File: src/rtl/dma_block_copy_pkg.sv
// Shared definitions for the DMA block copy engine: FSM states,
// config register map and CTRL bit positions.
package dma_block_copy_pkg;

  typedef enum logic [2:0] {
    ST_IDLE,
    ST_REQ,
    ST_READ,
    ST_WRITE,
    ST_YIELD,
    ST_DONE
  } dma_state_e;

  localparam logic [4:0] ADDR_SRC  = 5'b11000;
  localparam logic [4:0] ADDR_DST  = 5'b11001;
  localparam logic [4:0] ADDR_LEN  = 5'b11010;
  localparam logic [4:0] ADDR_CTRL = 5'b11011;

  localparam int CTRL_START = 0;
  localparam int CTRL_ABORT = 1;
  localparam int CTRL_CLEAR = 2;

  localparam int LEN_W     = 16;
  localparam int MAX_BURST = 8;
  localparam int BURST_W   = 4;

endpackage

File: src/rtl/dma_block_copy_cfg_regs.sv
// Software-visible SRC/DST/LEN registers plus the CTRL write decode
// that produces start/abort/clear pulses for the copy FSM.
module dma_cfg_regs
  import dma_block_copy_pkg::*;
(
  input  logic             clk,
  input  logic             rst,
  input  logic             we_i,
  input  logic [4:0]       addr_i,
  input  logic [31:0]      data_i,
  input  logic             busy_i,
  output logic [31:0]      src_o,
  output logic [31:0]      dst_o,
  output logic [LEN_W-1:0] len_o,
  output logic             start_o,
  output logic             abort_o,
  output logic             clear_o
);

  logic [31:0]      src_q;
  logic [31:0]      dst_q;
  logic [LEN_W-1:0] len_q;
  logic             ctrlWrite;

  // Abort wins over start when both bits arrive in one write.
  assign ctrlWrite = we_i && (addr_i == ADDR_CTRL);
  assign abort_o   = ctrlWrite && data_i[CTRL_ABORT];
  assign start_o   = ctrlWrite && data_i[CTRL_START] && !data_i[CTRL_ABORT];
  assign clear_o   = ctrlWrite && data_i[CTRL_CLEAR];

  assign src_o = src_q;
  assign dst_o = dst_q;
  assign len_o = len_q;

  // Pointer/length registers are frozen while a transfer is running.
  always_ff @(posedge clk or posedge rst) begin
    if (rst) begin
      src_q <= '0;
      dst_q <= '0;
      len_q <= '0;
    end else if (we_i && !busy_i) begin
      case (addr_i)
        ADDR_SRC: src_q <= {data_i[31:2], 2'b00};
        ADDR_DST: dst_q <= {data_i[31:2], 2'b00};
        ADDR_LEN: len_q <= data_i[LEN_W-1:0];
        default:  ;
      endcase
    end
  end

endmodule

File: src/rtl/dma_block_copy.sv
// Bus-master block copy engine: requests the bus with hold, then copies
// words read-then-write in bursts, yielding the bus between bursts.
module dma_block_copy
  import dma_block_copy_pkg::*;
(
  input  logic        clk,
  input  logic        rst,
  input  logic        we,
  input  logic [4:0]  addr,
  input  logic [31:0] data_in,
  output logic        hold,
  input  logic        hold_ack,
  output logic [31:0] dm_addr,
  output logic        dm_we,
  output logic [31:0] dm_wdata,
  input  logic [31:0] dm_rdata,
  output logic        busy,
  output logic        done,
  output logic        irq
);

  dma_state_e         state_q;
  logic [31:0]        srcPtr_q;
  logic [31:0]        dstPtr_q;
  logic [LEN_W-1:0]   cnt_q;
  logic [BURST_W-1:0] burst_q;
  logic [31:0]        buffer_q;
  logic               done_q;

  logic [31:0]        cfgSrc;
  logic [31:0]        cfgDst;
  logic [LEN_W-1:0]   cfgLen;
  logic               startPulse;
  logic               abortPulse;
  logic               clearPulse;

  dma_cfg_regs u_cfg (
    .clk     (clk),
    .rst     (rst),
    .we_i    (we),
    .addr_i  (addr),
    .data_i  (data_in),
    .busy_i  (busy),
    .src_o   (cfgSrc),
    .dst_o   (cfgDst),
    .len_o   (cfgLen),
    .start_o (startPulse),
    .abort_o (abortPulse),
    .clear_o (clearPulse)
  );

  // Outputs decode straight from the state register; dm_we additionally
  // follows hold_ack so a write never reaches memory without the grant.
  assign hold     = (state_q == ST_REQ) || (state_q == ST_READ) || (state_q == ST_WRITE);
  assign busy     = (state_q != ST_IDLE);
  assign dm_we    = (state_q == ST_WRITE) && hold_ack;
  assign dm_addr  = (state_q == ST_READ)  ? srcPtr_q :
                    (state_q == ST_WRITE) ? dstPtr_q : '0;
  assign dm_wdata = (state_q == ST_WRITE) ? buffer_q : '0;
  assign done     = done_q;
  assign irq      = done_q;

  always_ff @(posedge clk or posedge rst) begin
    if (rst) begin
      state_q  <= ST_IDLE;
      srcPtr_q <= '0;
      dstPtr_q <= '0;
      cnt_q    <= '0;
      burst_q  <= '0;
      buffer_q <= '0;
      done_q   <= 1'b0;
    end else begin
      if (clearPulse) done_q <= 1'b0;
      if (abortPulse && (state_q != ST_IDLE)) begin
        state_q <= ST_IDLE;
      end else begin
        case (state_q)
          ST_IDLE: begin
            if (startPulse) begin
              if (cfgLen == '0) begin
                done_q <= 1'b1;
              end else begin
                srcPtr_q <= cfgSrc;
                dstPtr_q <= cfgDst;
                cnt_q    <= cfgLen;
                burst_q  <= '0;
                done_q   <= 1'b0;
                state_q  <= ST_REQ;
              end
            end
          end
          ST_REQ: begin
            if (hold_ack) state_q <= ST_READ;
          end
          ST_READ: begin
            if (hold_ack) begin
              buffer_q <= dm_rdata;
              state_q  <= ST_WRITE;
            end else begin
              state_q <= ST_REQ;
            end
          end
          // A lost grant here re-reads the same word; pointers only move on a committed write.
          ST_WRITE: begin
            if (!hold_ack) begin
              state_q <= ST_REQ;
            end else begin
              srcPtr_q <= srcPtr_q + 32'd4;
              dstPtr_q <= dstPtr_q + 32'd4;
              cnt_q    <= cnt_q - 1'b1;
              burst_q  <= burst_q + 1'b1;
              if (cnt_q == LEN_W'(1))
                state_q <= ST_DONE;
              else if (burst_q == BURST_W'(MAX_BURST - 1))
                state_q <= ST_YIELD;
              else
                state_q <= ST_READ;
            end
          end
          ST_YIELD: begin
            burst_q <= '0;
            state_q <= ST_REQ;
          end
          ST_DONE: begin
            done_q  <= 1'b1;
            state_q <= ST_IDLE;
          end
          default: state_q <= ST_IDLE;
        endcase
      end
    end
  end

endmodule

File: config.mk
export PLATFORM = sky130hd
export DESIGN_NAME = dma_block_copy
export DESIGN_NICKNAME = d
export VERILOG_FILES = /design/src/rtl/dma_block_copy_pkg.sv /design/src/rtl/dma_block_copy_cfg_regs.sv /design/src/rtl/dma_block_copy.sv
export SDC_FILE = /design/constraint.sdc
export NUM_CORES = 1
export LEC_CHECK = 0
export ABC_AREA = 1
export BUFFER_PORTS_ARGS = -buffer_cell sky130_fd_sc_hd__buf_2
export CELL_PAD_IN_SITES_DETAIL_PLACEMENT = 2
export CELL_PAD_IN_SITES_GLOBAL_PLACEMENT = 2
export CORE_AREA = 5 5 157 219
export CTS_BUF_LIST = sky130_fd_sc_hd__clkbuf_4
export CTS_CLUSTER_DIAMETER = 40
export CTS_CLUSTER_SIZE = 40
export DETAILED_ROUTE_END_ITERATION = 16
export DIE_AREA = 0 0 162 224
export GPL_ROUTABILITY_DRIVEN = 0
export PLACE_DENSITY = 0.9
export SETUP_SLACK_MARGIN = 0.15
export SYNTH_ARGS = -nofsm -noshare
export SYNTH_HDL_FRONTEND = slang
export SYNTH_HIERARCHICAL = 1
export SYNTH_SLANG_ARGS = --single-unit
File: constraint.sdc
create_clock -name clk -period 11.3 [get_ports clk]
set_clock_uncertainty 0.2 [all_clocks]
set_input_delay 2.26 -clock clk [delete_from_list [all_inputs] [get_ports clk]]
set_output_delay 2.26 -clock clk [all_outputs]
set_load 0.005 [all_outputs]
======== Word level (Yosys, flattened, before mapping) ========
Index checks and enable logic that the tools add are counted.
Widths: inputs -> output; s select.
word-level totals
  flip-flop bits (word level) ............. 196
  bits in latches ......................... 0
  bits in writable memories ............... 0
  memory bits (read-only) ................. 0
  output and inout bits ................... 69
  memories ................................ 0
cells by class
  add/subtract/negate cells ............... 4
  multipliers ............................. 0
  divide/modulo/power cells ............... 0
  $lt $le $gt $ge ......................... 0
  equal/unequal tests ..................... 17
  shift-type cells ........................ 0
  muxes and demuxes ....................... 33
  bitwise logic cells ..................... 1
  reduce and logical (&&, ||, !) cells .... 24
operators by type and width
  kind                   count
  $mux 32                9
  $pmux 32 s2            2
  $add 32x3->32 const B  2
  $mux 16                3
  $pmux 16 s2            1
  $mux 3                 7
  $eq 5x5->1 const B     4
  $eq 16x1->1 const B    1
  $logic_not 16->1       1
  $sub 16x1->16 const B  1
  $pmux 3 s5             1
  $mux 4                 3
  $pmux 4 s3             1
  $reduce_and 5->1       2
  $logic_and 1x1->1      8
  $eq 3x2->1 const B     2
  $eq 3x3->1 const B     2
  $ne 2x2->1 const B     3
  $ne 3x3->1 const B     2
  $reduce_and 2->1       3
  $reduce_and 3->1       2
  $reduce_bool 3->1      2
  $add 4x1->4 const B    1
  $eq 4x3->1 const B     1
  10 further kinds       15

======== Logic depth before layout (Yosys ltp) ========
  word-level depth ........................ 7
  mapped depth ............................ 13
  gate-level depth less buffers ........... 11

======== By module ========
The synthesis kept the hierarchy.
by module, submodules not included
  module          instances  cells each  area each (sq um)  sequential area each (sq um)
  dma_block_copy  1          1361        8264.2             3002.9
  dma_cfg_regs    1          353         3113.0             1901.8

======== Worst setup path after synthesis ========
No wires, ideal clock.
  path type ............................... input to output
  from .................................... in hold_ack
  to ...................................... out dm_we
  data arrival time ....................... 2473 ps
  required time ........................... 8840 ps
  slack ................................... 6367 ps
  cell stages on the path ................. 2
  cells stage by stage .................... inv_1 -> nor2_1
between the ends
  word-level cells in the longest chain between the ends .. 1
ends and longest elaborated chain
  item               line                  source
  from (decl)        dma_block_copy.sv:12  input logic hold_ack,
  $logic_and 1x1->1  dma_block_copy.sv:56  assign dm_we = (state_q == ST_WRITE) && hold_ack;
  to (decl)          dma_block_copy.sv:14  output logic dm_we,
Every way passes these cells.

======== Final worst setup path ========
  from .................................... reg state_q[1]
  to ...................................... out dm_addr[15]
between the ends
  word-level cells in the longest chain between the ends .. 3
  elaborated cells on any way between the ends .. 4
ends and longest elaborated chain
  item                    line                  source
  from (decl)             dma_block_copy.sv:22  dma_state_e state_q;
  from (signal assigned)  dma_block_copy.sv:65  state_q <= ST_IDLE;
  from (signal assigned)  dma_block_copy.sv:75  state_q <= ST_IDLE;
  from (signal assigned)  dma_block_copy.sv:88  state_q <= ST_REQ;
  $eq 3x2->1              dma_block_copy.sv:58  (state_q == ST_WRITE) ? dstPtr_q : '0;
  $mux 32                 dma_block_copy.sv:58
  $mux 32 *               dma_block_copy.sv:57  assign dm_addr = (state_q == ST_READ) ? srcPtr_q :
  to (decl)               dma_block_copy.sv:13  output logic [31:0] dm_addr,
Every way passes the cells marked *; elsewhere a longest branch is shown, timed or not.

==> results.cfg <==
[outcome]
outcome = finished clean

[cells_and_area]
drive_above_1_share_pct = 11.4
area_delta_synth_final_pct = 10.4
fin_cells = 2221
fillers = 4027
multiInputGateArea_mm2 = 0.00547
final_area_mm2 = 0.0126
ff_latch_area_mm2 = 0.00490
fin_nets = 1885

[worst_setup_path]
crit_buf_inv = 4
cp_cell_sequence = inv_2, nor2_2, nand2_8, inv_2, buf_4, nand2_1, o21ai_0, buf_2
slowest_delay_ps = 820
critical_path_class = register to primary output
worst_ep_arrival_time_ps = 3830
start_kind = register
worst_path_max_delay_cell = inv_2
path_max_fanout = 90
r2r_setup_slack_ps = 7110
endpoint_kind = primary output
cp.required_ps = 8840
cp_top_family = buffers and inverters
path_common_cell = inv_2

[pwr]
seqPwrFrac_pct = 42.9
p_sw_share_pct = 48.4
p_int_mw = 1.41
peakVddDrop_uv = 89.9
p_per_area_mw_per_mm2 = 217
p_clk_share_pct = 14.6
p_switching_mw = 1.32
leakage_nw = 6.58
pwr-share-comb_pct = 42.5

[global_route]
antenna_found_initial = 1
first_global_vias = 13400
grt_pass1_wl_um = 72500
grt.total_usage_pct = 25.2
grt-ovfl-total = 0
grt_max_degree = 91

[synth]
ys_ff_latch = 196
synth_edf_count = 0
synth_ff_type = dfrtp_1
syn-cell-area_mm2 = 0.0114
synthArstFlopShare_pct = 100
synth_cell_types = 35
avgSynthCellArea_um2 = 6.64
yosysSeqAreaShare_pct = 43.1
netlist_instances = 1714
ys_warn_count = 6

[clock_network]
postCtsHoldBufs = 0
root_buffer = clkbuf_4
clockBufferDepth = 2
cts_resized = 0
cts_tree = done
cts_setup_buffers = 0
cts_sinks = 196
insertion_delay_ps = 670
cts_inserted_buffers = 17
h-tree-depth = 4
clkTransAtPathRegs_ps = 180

[placed_design]
placed_area_mm2 = 0.0123
dp_hpwl_um = 33700
port_buffers = 141
place_inst = 2188

[floorplan]
rows = 78
coreArea_mm2 = 0.0322
dieArea_mm2 = 0.0363
start_util_pct = 35.3
die_h_um = 224
die_x_um = 162
io_pins = 142

[timing]
timing.final.max_slew_violations = 0
rsz0062_at_grt = no
fin_crit_sh_pct = 55.6
finalSetupViolCount = 0
hold_slack_ps = 296
timing.fmax_mhz = 159
finalHoldViolCount = 0
tightest_slew_ps = 1150
tns_ps = 0
relSlewSlack_pct = 23.6
period_needed_ps = 6290

[drt]
vias_per_cell = 5.33
drc = 0
postRouteAntennaNets = 0
dr.first_iter.drc_count = 566
wl_per_cell_um = 20.3
num_vias = 11800
drt_wl_total_um = 45200
first_pass_iters = 5

[worst_hold_path]
worstHoldPathType = register to register

[job]
cap_violations = 0
-- logic make-up (layout without fill, tap and decap cells) --
family | Yosys count | in the layout | share of synthesized area (%)
AO/OA/AOI/OAI | 141 | 141 | 6.66
XOR/XNOR | 2 | 2 | 0.154
adder cells (fa/ha/maj) | 5 | 5 | 0.550
buffers and inverters | 249 | 352 | 9.20
flip-flops | 196 | 196 | 43.1
multiplexers | 1 | 1 | 0.0880
other | 1 | 5 | 0.0330
AND/OR/NAND/NOR | 1119 | 1119 | 40.2
-- registers in the layout, summed over array words and instances (netlist names) --
signal and flops:
buffer_q 32, burst_q 4, cnt_q 16, done 1
dstPtr_q 32, srcPtr_q 32, state_q 3, u_cfg/dst_o 30
u_cfg/len_o 16, u_cfg/src_o 30
-- routing by layer --
layer  track usage, %  vias up  wire (µm)
met3             3.29       84       1260
met4             12.1        0       2150
met5                0        -          0
met2             46.4      229      23500
li1                 -     5555          -
met1             28.5     5971      18300
-- per-stage QoR --
step	power (mW)	worst slack, ps	util, %
floorplan	1.89	5650	-
global placement	2.22	5900	38.2
detailed placement	2.34	5750	38.2
CTS	2.75	4960	39.0
global route	2.94	4790	39.0
finish	2.73	5010	39.0
-- cell usage after synthesis (2+ instances only) --
master	n	share of area [%]
nand4_1	25	1.4
or2_2	3	0.16
o211ai_1	2	0.13
nor2_1	247	8.1
buf_6	2	0.20
inv_1	163	5.4
nand3_1	192	8.4
a22o_1	2	0.15
o21ai_0	60	2.6
o22ai_1	28	1.5
buf_2	46	2.0
ha_1	5	0.55
nand2_1	629	21
inv_2	5	0.16
clkbuf_1	21	0.69
xor2_1	2	0.15
a21oi_1	41	1.8
o21ai_1	6	0.26
dfrtp_1	196	43
buf_4	10	0.66
nor2_2	5	0.27
nor3_1	9	0.40
nand2_2	3	0.16
-- cell type report --
cell class / instances / share of cell area [%]
Tap cell: 400 / 3.98
Inverter: 170 / 5.13
Sequential cell: 196 / 39.0
Multi-Input combinational cell: 1272 / 43.5
Clock inverter: 15 / 1.14
Antenna cell: 1 / 0.0199
Clock buffer: 17 / 1.02
Timing Repair Buffer: 150 / 6.16
-- power groups by stage --
stage / Sequential, mW / Combinational [mW] / Clock, mW
final: 1.17 / 1.16 / 0.398
after global routing: 1.20 / 1.31 / 0.432
after CTS: 1.17 / 1.17 / 0.408
after detailed placement: 1.18 / 1.16 / 0
after global placement: 1.16 / 1.07 / 0
after floorplan: 1.10 / 0.787 / 0
-- worst register-to-register path, stage by stage, from the launching register on --
cell and delay (ps):
dfrtp_1 460, inv_2 110, nor2_2 80, nand2_8 410, buf_4 720, o21ai_2 190, nor2_4 180, nand2_4 460
inv_4 900, o21ai_0 300, nand2_1 120
-- layout by cell type, fill, tap and decap left out, types with 17 or more instances in the layout --
master	netlist	final
nor2_1	247	246
a21oi_1	41	41
nand2_1	629	628
inv_1	163	161
o21ai_0	60	60
nand4_1	25	25
dfrtp_1	196	196
buf_2	46	141
nand3_1	192	192
clkbuf_4	0	17
o22ai_1	28	28
-- final timing paths --
check,start,end,cells after the start
worst max-delay path,state_q[1],dm_addr[15],8
worst min-delay path,u_cfg/dst_o[9],u_cfg/dst_o[9],2
worst max register to register,state_q[1],cnt_q[9],10
worst min register to register,u_cfg/dst_o[9],u_cfg/dst_o[9],2
max in group asynchronous,rst,buffer_q[5],3
min in group asynchronous,rst,u_cfg/dst_o[9],2
No activity file was read; power rests on OpenSTA's default activity.
